**src/rtl/adc_capture_ctrl_if.sv**
```systemverilog
// AXI4-Stream link carrying packed {channel B, channel A} sample words.
interface adc_capture_ctrl_if;
  logic [15:0] tdata;
  logic        tvalid;
  logic        tready;
  logic        tlast;

  modport master (output tdata, output tvalid, output tlast, input tready);
  modport slave  (input tdata, input tvalid, input tlast, output tready);
endinterface

```
**src/rtl/adc_capture_ctrl.sv**
```systemverilog
// Dual-channel ADC sequencer: power-down/wake control, trigger arming,
// fixed-length frame capture and a small FWFT output FIFO onto AXI4-Stream.
//
// state     | meaning
// ----------+-----------------------------------------------------------
// S_OFF     | ADC powered down; re-enable honoured after PDN_CYCLES here
// S_PWRUP   | ADC powered, waiting WAKE_CYCLES for the front end to settle
// S_IDLE    | settled, waiting for cfg_start
// S_ARMED   | waiting for immediate start or threshold crossing on A
// S_CAPTURE | pushing one word per cycle until frame_len accepted
// S_DRAIN   | frame complete, waiting for the FIFO to empty
module adc_capture_ctrl #(
  parameter int WAKE_CYCLES = 64,
  parameter int PDN_CYCLES  = 16,
  parameter int LEN_W       = 16,
  parameter int FIFO_DEPTH  = 4
) (
  input  logic               clk,
  input  logic               rst_n,
  input  logic [7:0]         adc_data_a,
  input  logic [7:0]         adc_data_b,
  output logic               adc_pdn,
  input  logic               cfg_enable,
  input  logic               cfg_start,
  input  logic               cfg_trig_mode,
  input  logic [7:0]         cfg_threshold,
  input  logic [LEN_W-1:0]   cfg_frame_len,
  adc_capture_ctrl_if.master m_axis,
  output logic               adc_ready,
  output logic               busy,
  output logic               overflow
);

  localparam int TMR_MAX = (WAKE_CYCLES > PDN_CYCLES) ? WAKE_CYCLES : PDN_CYCLES;
  localparam int TMR_W   = $clog2(TMR_MAX + 1);
  localparam int PTR_W   = $clog2(FIFO_DEPTH);
  localparam int CNT_W   = PTR_W + 1;

  typedef enum logic [2:0] {
    S_OFF,
    S_PWRUP,
    S_IDLE,
    S_ARMED,
    S_CAPTURE,
    S_DRAIN
  } state_t;

  state_t             state;
  state_t             state_nxt;

  logic [TMR_W-1:0]   tmr;
  logic [LEN_W-1:0]   words_left;
  logic               trig_mode_q;
  logic [7:0]         thr_q;
  logic [7:0]         prev_a;
  logic               arm_vld;
  logic               overflow_q;
  logic               start_ok;

  logic [16:0]        mem [FIFO_DEPTH];
  logic [PTR_W-1:0]   wr_ptr;
  logic [PTR_W-1:0]   rd_ptr;
  logic [CNT_W-1:0]   count;
  logic [CNT_W-1:0]   count_nxt;
  logic               empty_q;
  logic               full_q;

  logic               trig_hit;
  logic               push_try;
  logic               push_ok;
  logic               pop;
  logic               last_word;

  // prev_a is only meaningful once we have spent a full cycle in ARMED
  assign trig_hit  = arm_vld && (prev_a < thr_q) && (adc_data_a >= thr_q);
  assign push_try  = (state == S_CAPTURE) ||
                     ((state == S_ARMED) && cfg_enable && trig_mode_q && trig_hit);
  assign pop       = m_axis.tvalid && m_axis.tready;
  assign push_ok   = push_try && (!full_q || pop);
  assign last_word = (words_left == LEN_W'(1));
  assign start_ok  = cfg_start && (cfg_frame_len != '0);

  always_ff @(posedge clk or negedge rst_n) begin
    if (!rst_n) begin
      state <= S_OFF;
    end else begin
      state <= state_nxt;
    end
  end

  always_comb begin
    state_nxt = state;
    adc_pdn   = 1'b0;
    adc_ready = 1'b0;
    busy      = 1'b0;
    case (state)
      S_OFF: begin
        adc_pdn = 1'b1;
        if (cfg_enable && (tmr == '0)) state_nxt = S_PWRUP;
      end
      S_PWRUP: begin
        if (!cfg_enable)       state_nxt = S_OFF;
        else if (tmr == '0)    state_nxt = S_IDLE;
      end
      S_IDLE: begin
        adc_ready = 1'b1;
        if (!cfg_enable)       state_nxt = S_OFF;
        else if (start_ok)     state_nxt = S_ARMED;
      end
      S_ARMED: begin
        adc_ready = 1'b1;
        busy      = 1'b1;
        if (!cfg_enable)       state_nxt = S_OFF;
        else if (!trig_mode_q) state_nxt = S_CAPTURE;
        else if (trig_hit)     state_nxt = (push_ok && last_word) ? S_DRAIN : S_CAPTURE;
      end
      S_CAPTURE: begin
        adc_ready = 1'b1;
        busy      = 1'b1;
        if (push_ok && last_word) state_nxt = S_DRAIN;
      end
      S_DRAIN: begin
        adc_ready = 1'b1;
        busy      = 1'b1;
        // a disable seen during the frame takes effect only here
        if (empty_q) state_nxt = cfg_enable ? S_IDLE : S_OFF;
      end
      default: begin
        adc_pdn   = 1'b1;
        state_nxt = S_OFF;
      end
    endcase
  end

  // Shared settle/hold-off down-counter, loaded on entry to OFF or PWRUP.
  // Reset leaves it at zero so the first power-up is not delayed.
  always_ff @(posedge clk or negedge rst_n) begin
    if (!rst_n) begin
      tmr <= '0;
    end else if ((state_nxt == S_OFF) && (state != S_OFF)) begin
      tmr <= TMR_W'(PDN_CYCLES - 1);
    end else if ((state_nxt == S_PWRUP) && (state != S_PWRUP)) begin
      tmr <= TMR_W'(WAKE_CYCLES - 1);
    end else if ((tmr != '0) && ((state == S_OFF) || (state == S_PWRUP))) begin
      tmr <= tmr - TMR_W'(1);
    end
  end

  always_ff @(posedge clk or negedge rst_n) begin
    if (!rst_n) begin
      words_left  <= '0;
      trig_mode_q <= 1'b0;
      thr_q       <= '0;
      overflow_q  <= 1'b0;
      prev_a      <= '0;
      arm_vld     <= 1'b0;
    end else begin
      prev_a  <= adc_data_a;
      arm_vld <= (state == S_ARMED);
      if ((state == S_IDLE) && cfg_enable && start_ok) begin
        words_left  <= cfg_frame_len;
        trig_mode_q <= cfg_trig_mode;
        thr_q       <= cfg_threshold;
        overflow_q  <= 1'b0;
      end else begin
        if (push_ok) words_left <= words_left - LEN_W'(1);
        if (push_try && !push_ok) overflow_q <= 1'b1;
      end
    end
  end

  assign overflow = overflow_q;

  // FIFO storage carries {B, A, last}; it needs no reset since tvalid gates it
  always_ff @(posedge clk) begin
    if (push_ok) mem[wr_ptr] <= {adc_data_b, adc_data_a, last_word};
  end

  assign count_nxt = count + CNT_W'(push_ok) - CNT_W'(pop);

  always_ff @(posedge clk or negedge rst_n) begin
    if (!rst_n) begin
      wr_ptr  <= '0;
      rd_ptr  <= '0;
      count   <= '0;
      empty_q <= 1'b1;
      full_q  <= 1'b0;
    end else begin
      if (push_ok) wr_ptr <= wr_ptr + PTR_W'(1);
      if (pop)     rd_ptr <= rd_ptr + PTR_W'(1);
      count   <= count_nxt;
      empty_q <= (count_nxt == '0);
      full_q  <= (count_nxt == CNT_W'(FIFO_DEPTH));
    end
  end

  assign m_axis.tvalid = !empty_q;
  assign m_axis.tdata  = m_axis.tvalid ? mem[rd_ptr][16:1] : 16'h0000;
  assign m_axis.tlast  = m_axis.tvalid && mem[rd_ptr][0];

endmodule

```
**src/flat_wrapper.sv**
```systemverilog
// flat-port wrapper written by rule: the top's interface ports become plain ports
module adc_capture_ctrl_flat 
#(
  parameter int WAKE_CYCLES = 64,
  parameter int PDN_CYCLES  = 16,
  parameter int LEN_W       = 16,
  parameter int FIFO_DEPTH  = 4
)
  (clk, rst_n, adc_data_a, adc_data_b, adc_pdn, cfg_enable, cfg_start, cfg_trig_mode, cfg_threshold, cfg_frame_len, adc_ready, busy, overflow, m_axis_tdata, m_axis_tvalid, m_axis_tlast, m_axis_tready);
  adc_capture_ctrl_if m_axis_i ();
  input  logic clk;
  input  logic rst_n;
  input  logic [7:0] adc_data_a;
  input  logic [7:0] adc_data_b;
  output logic adc_pdn;
  input  logic cfg_enable;
  input  logic cfg_start;
  input  logic cfg_trig_mode;
  input  logic [7:0] cfg_threshold;
  input  logic [LEN_W-1:0] cfg_frame_len;
  output logic adc_ready;
  output logic busy;
  output logic overflow;
  output wire logic [$bits(m_axis_i.tdata)-1:0] m_axis_tdata;
  output wire logic [$bits(m_axis_i.tvalid)-1:0] m_axis_tvalid;
  output wire logic [$bits(m_axis_i.tlast)-1:0] m_axis_tlast;
  input wire logic [$bits(m_axis_i.tready)-1:0] m_axis_tready;
  assign m_axis_tdata = m_axis_i.tdata;
  assign m_axis_tvalid = m_axis_i.tvalid;
  assign m_axis_tlast = m_axis_i.tlast;
  assign m_axis_i.tready = m_axis_tready;
  adc_capture_ctrl #(.WAKE_CYCLES(WAKE_CYCLES), .PDN_CYCLES(PDN_CYCLES), .LEN_W(LEN_W), .FIFO_DEPTH(FIFO_DEPTH)) u_core (.clk(clk), .rst_n(rst_n), .adc_data_a(adc_data_a), .adc_data_b(adc_data_b), .adc_pdn(adc_pdn), .cfg_enable(cfg_enable), .cfg_start(cfg_start), .cfg_trig_mode(cfg_trig_mode), .cfg_threshold(cfg_threshold), .cfg_frame_len(cfg_frame_len), .m_axis(m_axis_i), .adc_ready(adc_ready), .busy(busy), .overflow(overflow));
endmodule
```
**config.mk**
```make
export PLATFORM = sky130hd
export DESIGN_NAME = adc_capture_ctrl_flat
export DESIGN_NICKNAME = d
export VERILOG_FILES = /design/src/rtl/adc_capture_ctrl_if.sv /design/src/rtl/adc_capture_ctrl.sv /design/src/flat_wrapper.sv
export SDC_FILE = /design/constraint.sdc
export NUM_CORES = 1
export LEC_CHECK = 0
export CORE_MARGIN = 4
export CORE_UTILIZATION = 51
export DETAILED_ROUTE_END_ITERATION = 10
export GPL_TIMING_DRIVEN = 1
export PLACE_DENSITY_LB_ADDON = 0.2
export SLEW_MARGIN = 15
export SYNTH_ARGS = -nofsm -noshare
export SYNTH_HDL_FRONTEND = slang
export SYNTH_SLANG_ARGS = --single-unit
```
**constraint.sdc**
```tcl
create_clock -name clk -period 2.7 [get_ports clk]
set_clock_uncertainty 0.1 [all_clocks]
set_input_delay 0.27 -clock clk [delete_from_list [all_inputs] [get_ports clk]]
set_output_delay 0.27 -clock clk [all_outputs]
set_load 0.02 [all_outputs]
```
# --- After elaboration in Yosys (flattened, before gate mapping) ---
# Memory sizes are Yosys's and may differ from the RTL's.
# Cells that the tools add are included.
totals:
  memories: 1
  inputBits: 46
  output_inout_bits: 22
  mem_bits_rw: 68
  wordCells: 93
  regBits: 54
memory_table:
  columns: ["name", "words", "width", "rd", "rd_clocked_by_memory_dff", "wr", "line_no", "source"]
  rows:
  - ["u_core.mem", 4, 17, 1, 0, 1, "adc_capture_ctrl.sv:60", "logic [16:0] mem [FIFO_DEPTH];"]
op_classes:
  mux: 26
  reduce_logical: 36
  eq_ne: 9
  magnitude_cmp: 2
  add_sub_neg: 6
op_table:
  columns: ["cell", "count"]
  rows:
  - ["$mux 16", 3]
  - ["$mux 3", 10]
  - ["$mux 7", 3]
  - ["$pmux 3 s6", 1]
  - ["$logic_and 1x1->1", 17]
  - ["$eq 16x1->1 const B", 1]
  - ["$reduce_bool 16->1", 1]
  - ["$sub 16x1->16 const B", 1]
  - ["$eq 3x3->1 const B", 3]
  - ["$logic_not 3->1", 3]
  - ["$ge 8x8->1", 1]
  - ["$lt 8x8->1", 1]
  - ["$mux 1", 8]
  - ["$logic_not 7->1", 1]
  - ["$reduce_bool 7->1", 1]
  - ["$sub 7x1->7 const B", 1]
  - ["$eq 3x1->1 const B", 2]
  - ["$eq 3x2->1 const B", 2]
  - ["$reduce_bool 3->1", 2]
  - ["$reduce_or 5->1", 1]
  - ["$add 2x1->2 const B", 2]
  - ["$reduce_bool 2->1", 2]
  - ["$reduce_or 4->1", 1]
  - ["$add 3x1->3", 1]
  - ["other kinds (6)", 10]

# --- Logic depth before layout (Yosys ltp) ---
# Gate-level depths: netlist (run 1).
depth:
  word_depth: 16
  depth_mapped: 15
  depth_no_buf: 14

# --- Worst setup path after synthesis (run 1) ---
# OpenSTA, ideal clock, no wires.
synth_path:
  path_type: "reg2reg"
  startpoint: "register u_core.thr_q[6]"
  endpoint: "register u_core.full_q"
  period_less_slack_ns: 2.945
  path_buffers: 1
  setup_slack_ns: -0.245
  arrival_time_ns: 2.757
  setup_time_ns: 0.088
  path_stages_with_launch: 15
  t_required_ns: 2.512
  cell_sequence: "dfrtp_1 > inv_1 > ha_1 > and4_4 > nor3b_1 > o211a_1 > buf_2 > o21ai_4 > inv_4 > ha_1 > inv_1 > fa_1 > xnor2_1 > xnor2_1 > nor3b_1"
synth_via:
  elab_chain_cells: 9
  word_cells_on_any_way: 10
  classes_between: "add/sub (2); order compare (2); eq/ne (1); reduce/logical (5)"
synth_lines:
  columns: ["item", "line_no", "source"]
  rows:
  - ["start, declared", "adc_capture_ctrl.sv:54", "logic [7:0] thr_q;"]
  - ["start signal, assigned", "adc_capture_ctrl.sv:163", "thr_q <= cfg_threshold;"]
  - ["$lt 8x8->1", "adc_capture_ctrl.sv:75", "assign trig_hit = arm_vld && (prev_a < thr_q) && (adc_data_a >= thr_q);"]
  - ["$logic_and 1x1->1", "adc_capture_ctrl.sv:75", null]
  - ["$logic_and 1x1->1 (*)", "adc_capture_ctrl.sv:75", null]
  - ["$logic_and 1x1->1 (*)", "adc_capture_ctrl.sv:77", "((state == S_ARMED) && cfg_enable && trig_mode_q && trig_hit);"]
  - ["$logic_or 1x1->1 (*)", "adc_capture_ctrl.sv:76", "assign push_try = (state == S_CAPTURE) ||"]
  - ["$logic_and 1x1->1 (*)", "adc_capture_ctrl.sv:79", "assign push_ok = push_try && (!full_q || pop);"]
  - ["via u_core.push_ok", "adc_capture_ctrl.sv:70", "logic push_ok;"]
  - ["$add 3x1->3 (*)", "adc_capture_ctrl.sv:179", "assign count_nxt = count + CNT_W'(push_ok) - CNT_W'(pop);"]
  - ["$sub 3x1->3 (*)", "adc_capture_ctrl.sv:179", null]
  - ["via u_core.count_nxt[2]", "adc_capture_ctrl.sv:64", "logic [CNT_W-1:0] count_nxt;"]
  - ["$eq 3x3->1 (*)", "adc_capture_ctrl.sv:193", "full_q <= (count_nxt == CNT_W'(FIFO_DEPTH));"]
  - ["end signal, assigned", "adc_capture_ctrl.sv:193", null]
  - ["end, declared", "adc_capture_ctrl.sv:66", "logic full_q;"]
# Mark *: on every way through the listed nets, which the timed path passes. The rest lies on a longest branch.
# A chain may end at the register's enable or synchronous reset.

# --- Final worst setup path (run 1) ---
layout_path:
  startpoint: "register u_core.thr_q[7]"
  endpoint: "register u_core.full_q"
# The elaborated chain is that of the path after synthesis.

==> results.cfg, run 1 <==
[grt]
grt_usage = 0.2229
grt-ovfl-total = 0
antenna_found_initial = 0
grt_pass1_vias = 4687
grt_pass1_wl_mm = 23.16
grt_max_degree = 29

[layout]
layout_commonest_cell = edfxtp_1
final_util = 0.6914
nets = 677
layout.cells.non_filler = 762
areaGrowthSynthToFinish_pct = 32.49
layout_common_cells = edfxtp_1 (68), clkdlybuf4s50_1 (66), buf_4 (55), dfrtp_1 (53), nand2_1 (44)
drive_above_1_share = 0.2262
stdcell_area_sq_mm = 0.007929
num-fill-cells = 813
diodes = 0

[hold_path]
hp-class = primary input to asynchronous set/reset pin

[worst_setup_path]
worstPathMaxFanout = 3
arrival_ns = 3.02
cp-end-kind = flip-flop
cp.required_ns = 2.93
critPathKind = flip-flop to flip-flop
start_kind = flip-flop

[cts]
path_clk_slew_ns = 0.06
htree_levels = 4
clock_path_buffers = 2
cts_tree = yes
clk_latency_ns = 0.41
root_buffer = clkbuf_16
numCtsBuffers = 17
cts_sinks = 122

[yosys]
async_reset_ff_frac = 0.4426
synth_edf_count = 68
synth_top_cell_area_share = 0.3412
yosysWarnings = 0
synth_area_per_cell_sq_um = 12.39
syn_area_sq_mm = 0.005984
synth_area_leaders = edfxtp_1 (34%), dfrtp_1 (22%), mux4_2 (6.4%)
ys_seq_area_frac = 0.5672
syn_nets = 554
ys_types = 63
synth_ff_type = edfxtp_1
netlist_instances = 483
ys_ff_latch = 122
yosys.area.top_type = edfxtp_1

[outcome]
violations = negative setup slack
outcome = finished, violations left

[timing]
setup_tns_ns = -0.1877
rsz0062_at_grt = true
finalWorstSetupSlack_ns = -0.08977
relSlewSlack = 0.5793
drv_slew = 0
tightest_slew_ns = 0.6310
setup_violations = 3
finalHoldViolations = 0
period_minus_slack_ns = 2.790
layout_worst_path_cycle_share = 1.033
hold_ws_ns = 0.3052
max_freq_mhz = 358.5

[route]
ant_nets = 0
via_count = 4418
vias_per_cell = 5.798
wl_mm = 13.83
wire_per_inst_um = 18.14
post-route-drc-count = 0
dr.pass1.iters = 5
drtIter0Drc = 282

[pwr]
p_leak_nw = 3.106
powerDensity_mw_per_mm2 = 824.2
ir_worst_vdd_v = 0.0005634

[die]
core-area_sq_mm = 0.01147
die_y_um = 116.3
die_w_um = 116.3
io_pins = 68
start_util = 0.5219
num_rows = 39
die_area_sq_mm = 0.01353

[place]
dp_hpwl_mm = 9.603
routabilityCongestion = 0.8794
port_buffers = 67
post_dp_cell_area_sq_mm = 0.007201
dp.cells = 719

[job]
maxCapViolCount = 0
-- cell families after synthesis --
group / after synthesis / synth area share
flops: 122 / 0.5672
compound gates: 82 / 0.1020
buf+inv: 50 / 0.03471
simple gates: 175 / 0.1597
mux: 19 / 0.06816
xor+xnor: 10 / 0.01464
fa+ha+maj: 25 / 0.05352
-- registers in the layout, indices dropped and copies added, names as in the netlist --
| register | cells |
|---|---|
| u_core.wr_ptr | 2 |
| u_core.rd_ptr | 2 |
| u_core.words_left | 16 |
| u_core.arm_vld | 1 |
| u_core.trig_mode_q | 1 |
| u_core.empty_q | 1 |
| u_core.full_q | 1 |
| u_core.mem | 68 |
| u_core.count | 3 |
| u_core.prev_a | 8 |
| u_core.state | 3 |
| u_core.overflow | 1 |
| u_core.tmr | 7 |
| u_core.thr_q | 8 |
-- worst max-delay path, stage by stage, from the launching register on --
cell	delay, ns
dfrtp_1	0.36
inv_2	0.09
ha_1	0.27
nand2_1	0.11
nand4b_1	0.19
a21oi_2	0.19
o211a_1	0.23
o21ai_4	0.09
inv_4	0.07
ha_4	0.12
inv_2	0.03
fa_2	0.34
xnor2_2	0.19
xnor2_2	0.15
nor3b_2	0.18
-- path summary, 6_finish.rpt --
| kind | from | end | slack [ns] | depth (start not counted) |
|---|---|---|---|---|
| worst max register to register | u_core.thr_q[7] | u_core.full_q | -0.09 | 14 |
| worst min-delay path | rst_n | u_core.words_left[8] | 0.31 | 2 |
| worst max-delay path | u_core.thr_q[7] | u_core.full_q | -0.09 | 14 |
| max in group asynchronous | rst_n | u_core.empty_q | 1.45 | 3 |
| worst min register to register | u_core.overflow | u_core.overflow | 0.40 | 2 |
| min in group clk | cfg_threshold[2] | u_core.thr_q[2] | 0.32 | 3 |
-- layout make-up --
cell class | instances | area (sq um) | area share
clock buffer | 20 | 436.7 | 0.05507
multi-input combinational | 311 | 2496 | 0.3148
clock inverter | 12 | 150.1 | 0.01894
timing repair buffer | 127 | 1169 | 0.1474
inverter | 27 | 103.9 | 0.01310
tap | 143 | 178.9 | 0.02257
sequential | 122 | 3395 | 0.4281
-- stage by stage --
| stage | power, W | setup slack [ns] |
|---|---|---|
| global route | 0.006913 | -0.2501 |
| CTS | 0.006588 | -0.05488 |
| global placement | 0.004179 | -0.4986 |
| floorplan | 0.003531 | -0.1396 |
| finish | 0.006535 | -0.08977 |
| detailed placement | 0.004253 | -0.6222 |
-- cells in the mapped netlist, drive strengths merged, types with 2 or more instances --
| cell | number |
|---|---|
| and4 | 2 |
| nand3 | 15 |
| or3 | 3 |
| o2111ai | 2 |
| nand4b | 2 |
| a221o | 2 |
| and2 | 26 |
| a211oi | 8 |
| mux4 | 17 |
| nor2 | 15 |
| o311a | 4 |
| nor3b | 4 |
| or4 | 5 |
| or2 | 3 |
| clkbuf | 13 |
| nor3 | 12 |
| nand2 | 44 |
| xnor2 | 7 |
| nand2b | 4 |
| a21oi | 11 |
| xor2 | 3 |
| a21o | 2 |
| nand4 | 12 |
| and3 | 13 |
| o22ai | 2 |
| edfxtp | 68 |
| o211ai | 14 |
| o311ai | 3 |
| inv | 27 |
| nor4 | 11 |
| buf | 10 |
| dfrtp | 53 |
| ha | 24 |
| nor2b | 3 |
| a221oi | 6 |
| o21ai | 18 |
-- where the power goes --
group,internal [W],leakage (nW),switching (W)
clock,0.00144,0.271,0.000790
combinational,0.00106,1.61,0.000969
sequential,0.00214,1.23,0.000132
-- what timing repair did --
| action | CTS | global route |
|---|---|---|
| pin swaps | 13 | 7 |
| hold endpoints to repair | 26 | 0 |
| setup buffers | 7 | 3 |
| resized for setup | 14 | 1 |
| setup endpoints to repair | 4 | 4 |
| hold buffers | 1 | 0 |
-- layer usage --
metal  up-vias  global-route usage  wire length (um)
met3        27             0.05233               743
met5         -                   0                 0
met2       153              0.3760              7007
met1      2152              0.2835              5807
met4         0             0.07811               267
li1       2086                   -                 -
(Power assumes the default switching activity.)
==> run 2, diff against run 1 <==
Settings changed: CORE_ASPECT_RATIO set to 0.75.
==> run 2 against run 1 <==
  * The run still ends with negative setup slack left
  * Utilization rose by 2.2 points
  * Final cell count increased by 0.79%
  * Sequential power hardly changed
  * Worst hold slack worse by 0.16 ns
  * Global-route usage is essentially flat
  * First-iteration DRC count rose by 7.1%
  * Sequential cell count unchanged
  * Sequential share of layout area shrank 0.26 points
  * Critical path depth is the same
  * Critical path type unchanged
  * Fmax shrank 0.11%
  * Total power rose by 3.4%
  * Setup slack got worse by 0.0029 ns
==> results.cfg, run 2 (synthesized netlist as in run 1, its figures left out) <==
[job]
maxCapViolCount = 0

[place]
dp_hpwl_mm = 9.370
place_ws_ns = -0.6180
routabilityCongestion = 0.8809
port_buffers = 67

[route]
maxUsedRoutingLayer = met4
drt-met1-wl_mm = 6.361
met3_length_um = 874
drtIter0Drc = 302
via_count = 4451
wl_mm = 14.24
dr.pass1.iters = 5
wire_per_inst_um = 18.54
post-route-drc-count = 0
vias_per_cell = 5.796
met2_length_mm = 6.787
ant_nets = 0

[cts]
htree_levels = 4
cts_sinks = 122
clk_latency_ns = 0.41
root_buffer = clkbuf_16
path_clk_slew_ns = 0.06
clock_path_buffers = 2
numCtsBuffers = 17
cts_tree = yes

[worst_setup_path]
cp-end-kind = flip-flop
slowest_delay_ns = 0.37
cp.required_ns = 2.94
crit_chain = inv_2 > ha_1 > and4_4 > a221o_1 > o211a_1 > o21ai_4 > inv_4 > ha_4 > inv_2 > fa_2 > xnor2_2 > xnor2_2 > buf_4 > nor3_4
worstPathMaxFanout = 3
critPathKind = flip-flop to flip-flop
reg2reg_from = u_core.thr_q[7]
start_kind = flip-flop
path_buf_inv = 4
crit_start = u_core.thr_q[7]
critPathTopFamily = compound AO/OA/AOI/OAI gates
arrival_ns = 3.03
cp_slowest_cell = dfrtp_1

[timing]
finalHoldViolations = 0
tightest_slew_ns = 0.6831
layout_worst_path_cycle_share = 1.034
finalWorstSetupSlack_ns = -0.09272
relSlewSlack = 0.5446
rsz0062_at_grt = true
max_freq_mhz = 358.1
period_minus_slack_ns = 2.793
setup_violations = 2
drv_slew = 0

[layout]
nets = 670
largest_register_ffs = 68
reg.largest.list = u_core.mem x68, u_core.words_left x16
areaGrowthSynthToFinish_pct = 33.31
largest-register = u_core.mem
layout_common_cells = edfxtp_1 (68), dfrtp_1 (53), clkdlybuf4s50_1 (52), buf_4 (45), nand2_1 (44)
drive_above_1_share = 0.2193
diodes = 0
layout_commonest_cell = edfxtp_1
num-fill-cells = 749

[die]
die_y_um = 101.8
die_area_sq_mm = 0.01355
core-area_sq_mm = 0.01119
die_w_um = 133.1
num_rows = 33
io_pins = 68
start_util = 0.5348

[grt]
grt_usage = 0.2227
grt_pass1_vias = 4488
antenna_found_initial = 0
grt-ovfl-total = 0
grt_max_degree = 30
grt_pass1_wl_mm = 23.17

[outcome]
outcome = finished, violations left
violations = negative setup slack

[pwr]
ir_worst_vdd_v = 0.0006407
p_leak_nw = 3.232
powerDensity_mw_per_mm2 = 846.9
p_total_w = 0.006756

[hold_path]
hp-class = primary input to flip-flop
hp-start = adc_data_a[7]
==> run 2: changes by cell type in the layout (fill, tap and decap cells not counted), sizes merged <==
| cell | delta |
|---|---|
| bufinv | +1 |
| inv | +4 |
| clkdlybuf4s50 | -14 |
| clkinvlp | -4 |
| buf | -7 |
| clkinv | +1 |
| dlymetal6s2s | +8 |
| dlygate4sd2 | +6 |
| clkbuf | -3 |
==> run 2: worst paths after layout <==
check,endpoint,slack [ns],cells after the start
worst min-delay path,u_core.prev_a[7],0.14,1
worst max-delay path,u_core.empty_q,-0.09,14
max in group asynchronous,u_core.words_left[3],1.55,3
min in group asynchronous,u_core.rd_ptr[1],0.35,2
worst min register to register,u_core.count[2],0.40,1
worst max register to register,u_core.empty_q,-0.09,14
==> run 2: what timing repair did <==
item,in CTS,in global routing
buffers inserted,2,7
setup endpoints to repair,7,21
pin swaps,4,5
hold endpoints to repair,25,0
hold buffers,1,0
resized for setup,12,18
==> run 2: power by group <==
| group | total, W | switching, W | internal (W) | leakage [nW] |
|---|---|---|---|---|
| registers | 0.00228 | 0.000141 | 0.00214 | 1.23 |
| clock network | 0.00240 | 0.000855 | 0.00155 | 0.304 |
| logic | 0.00208 | 0.00101 | 0.00107 | 1.70 |
==> run 2: metal layers <==
layer / vias to the layer above / GRT usage
met5: - / 0
met4: 0 / 0.07668
met3: 23 / 0.05266
met2: 165 / 0.3627
met1: 2191 / 0.2996
li1: 2072 / -
==> run 2: area by class of cell <==
class / count / area [sq um] / share of cell area
well taps: 157 / 196.4 / 0.02462
clock buffers: 17 / 425.4 / 0.05332
flip-flops and latches: 122 / 3395 / 0.4255
multi-input cells: 311 / 2495 / 0.3127
clock inverters: 14 / 193.9 / 0.02431
inverters: 27 / 106.4 / 0.01333
repair buffers: 120 / 1166 / 0.1462
==> run 2: stage by stage <==
| stage | instances | area, sq um | util | hold slack (ns) | setup TNS (ns) |
|---|---|---|---|---|---|
| finish | 768 | 7978 | 0.7130 | 0.1441 | -0.1697 |
| global route | 768 | 7978 | 0.7130 | 0.1357 | -0.4906 |
| CTS | 762 | 7873 | 0.7036 | 0.1321 | -0.06376 |
| detailed placement | 728 | 7218 | 0.6451 | 0.2501 | -30.90 |
| global placement | 728 | 7218 | 0.6451 | 0.2536 | -27.85 |
| floorplan | 483 | 6048 | - | -0.1256 | -0.2259 |
==> run 2: worst reg2reg max path, cell delays in order, from the launching register on <==
cell,delay [ns]
dfrtp_1,0.37
inv_2,0.09
ha_1,0.26
and4_4,0.16
a221o_1,0.35
o211a_1,0.28
o21ai_4,0.17
inv_4,0.05
ha_4,0.15
inv_2,0.05
fa_2,0.21
xnor2_2,0.08
xnor2_2,0.15
buf_4,0.15
nor3_4,0.10
==> run 3, diff against run 2 <==
Settings changed: CORE_UTILIZATION 51 to 56, RECOVER_POWER set to 25.
Clock period 2.7 ns to 2.8 ns, I/O delays scaled along.
==> run 3 against run 2 <==
  * Worst hold slack improved by 0.17 ns
  * Non-clock buffer count increased by 3
  * First-iteration DRC count increased by 31%
  * Sequential power decreased by 2%
  * The run still ends with negative setup slack left
  * Critical endpoint unchanged
  * Clock power decreased by 6%
  * Sequential cell count unchanged
  * Largest cell class unchanged
  * Critical path depth unchanged
==> results.cfg, run 3 (synthesized netlist as in run 1, its figures left out) <==
[grt]
grt_max_degree = 30
grt_pass1_vias = 4692
grt_usage = 0.2449
grt_pass1_wl_mm = 23.63
antenna_found_initial = 0
grt-ovfl-total = 0

[timing]
period_minus_slack_ns = 2.964
tightest_slew_ns = 0.6718
drv_slew = 0
finalWorstSetupSlack_ns = -0.1643
relSlewSlack = 0.5522
rsz0062_at_grt = true
max_freq_mhz = 337.4
setup_violations = 3
layout_worst_path_cycle_share = 1.059
hold_ws_ns = 0.3146
finalHoldViolations = 0

[layout]
nets = 673
diodes = 0
stdcell_area_sq_mm = 0.007939
largest_register_ffs = 68
drive_above_1_share = 0.2211
largest-register = u_core.mem
areaGrowthSynthToFinish_pct = 32.66
layout_commonest_cell = edfxtp_1
layout_common_cells = edfxtp_1 (68), clkdlybuf4s50_1 (53), dfrtp_1 (51), nand2_1 (44), buf_4 (41)
reg.largest.list = u_core.mem x68, u_core.words_left x16

[route]
ant_nets = 0
wl_mm = 14.91
dr.pass1.iters = 5
post-route-drc-count = 0
vias_per_cell = 6.036
wire_per_inst_um = 19.85
via_count = 4533
drtIter0Drc = 397

[worst_setup_path]
worstPathMaxFanout = 3
cp.required_ns = 3.03
cp-end-kind = flip-flop
critPathKind = primary input to flip-flop
start_kind = primary input
arrival_ns = 3.19
ff2ff_setup_slack_ns = -0.15

[pwr]
power.share.sequential = 0.341
p_int_w = 0.004574
power_frac_clock = 0.343
comb_power_share = 0.316
p_total_w = 0.006551
powerDensity_mw_per_mm2 = 825.2
p_leak_nw = 3.118
ir_worst_vdd_v = 0.0004497
swShare = 0.3018
p_sw_w = 0.001977

[cts]
clock_path_buffers = 2
root_buffer = clkbuf_16
htree_levels = 4
clk_latency_ns = 0.42
path_clk_slew_ns = 0.06
numCtsBuffers = 17
cts_tree = yes
cts_sinks = 122

[place]
post_dp_cell_area_sq_mm = 0.007169
routabilityCongestion = 0.8777
dp_hpwl_mm = 9.669
place_ws_ns = -0.4880
port_buffers = 67

[die]
die_w_um = 127.4
start_util = 0.5771
die_area_sq_mm = 0.01242
die_y_um = 97.53
core-area_sq_mm = 0.01037
num_rows = 32
io_pins = 68

[outcome]
outcome = finished, violations left
violations = negative setup slack

[job]
maxCapViolCount = 0

[hold_path]
hp-class = primary input to flip-flop
-- run 3: cell types whose count changed in the layout (fill, tap and decap cells not counted), sizes merged --
| cell | previous run | this run |
|---|---|---|
| dlygate4sd3 | 1 | 14 |
| bufinv | 4 | 3 |
| dlymetal6s2s | 8 | 0 |
| clkdlybuf4s50 | 52 | 53 |
| dlygate4sd2 | 6 | 0 |
| buf | 53 | 50 |
| clkinvlp | 0 | 1 |
| inv | 31 | 30 |
| clkbuf | 17 | 25 |
-- run 3: what timing repair did --
action,in CTS,in global routing
hold endpoints to repair,25,0
resized for setup,6,11
setup buffers,8,7
hold buffers,1,0
setup endpoints to repair,8,6
pin swaps,6,9
-- run 3: worst max-delay path, stage by stage --
cell	delay, ns
dlygate4sd3_1	0.56
ha_1	0.31
and4_4	0.17
a221o_1	0.36
o211a_1	0.26
o21ai_4	0.19
inv_4	0.05
ha_4	0.15
inv_2	0.06
fa_2	0.22
xnor2_2	0.14
xnor2_2	0.12
buf_4	0.15
nor3_2	0.16
-- run 3: layer usage --
metal / wire [um] / track usage / share of wire
met1: 6262 / 0.3223 / 0.42
met2: 7398 / 0.3983 / 0.50
met3: 947 / 0.05604 / 0.064
met4: 296 / 0.09068 / 0.020
met5: 0 / 0 / 0
-- run 3: power groups by stage --
stage          Sequential (W)  Clock (W)  Combinational, W
3_3_place_gp          0.00225          0           0.00179
6_report              0.00224    0.00225           0.00207
2_1_floorplan         0.00218          0           0.00122
3_5_place_dp          0.00226          0           0.00187
4_1_cts               0.00224    0.00226           0.00197
5_1_grt               0.00226    0.00235           0.00222
-- run 3: layout make-up --
type | instances | area [sq um]
Fill cell | 621 | 2431
Timing Repair Buffer | 123 | 1157
Clock buffer | 19 | 442.9
Sequential cell | 122 | 3397
Clock inverter | 13 | 165.2
Inverter | 27 | 103.9
Multi-Input combinational cell | 311 | 2502
Tap cell | 136 | 170.2
-- run 3: path summary, 6_finish.rpt --
check / startpoint / endpoint / cells after the start
max: adc_data_a[4] / u_core.empty_q / 14
min: cfg_threshold[0] / u_core.thr_q[0] / 3
max reg2reg: u_core.thr_q[6] / u_core.empty_q / 14
min reg2reg: u_core.overflow / u_core.overflow / 2
max in group asynchronous: rst_n / u_core.empty_q / 3
min in group asynchronous: rst_n / u_core.tmr[6] / 2
-- run 3: stage by stage --
step,std cells,setup TNS [ns],util
2_1_floorplan,483,-0.03957,-
3_3_place_gp,704,-13.11,0.6914
3_5_place_dp,704,-15.90,0.6914
4_1_cts,745,-0.01176,0.7586
5_1_grt,751,-0.5714,0.7656
6_report,751,-0.2868,0.7656
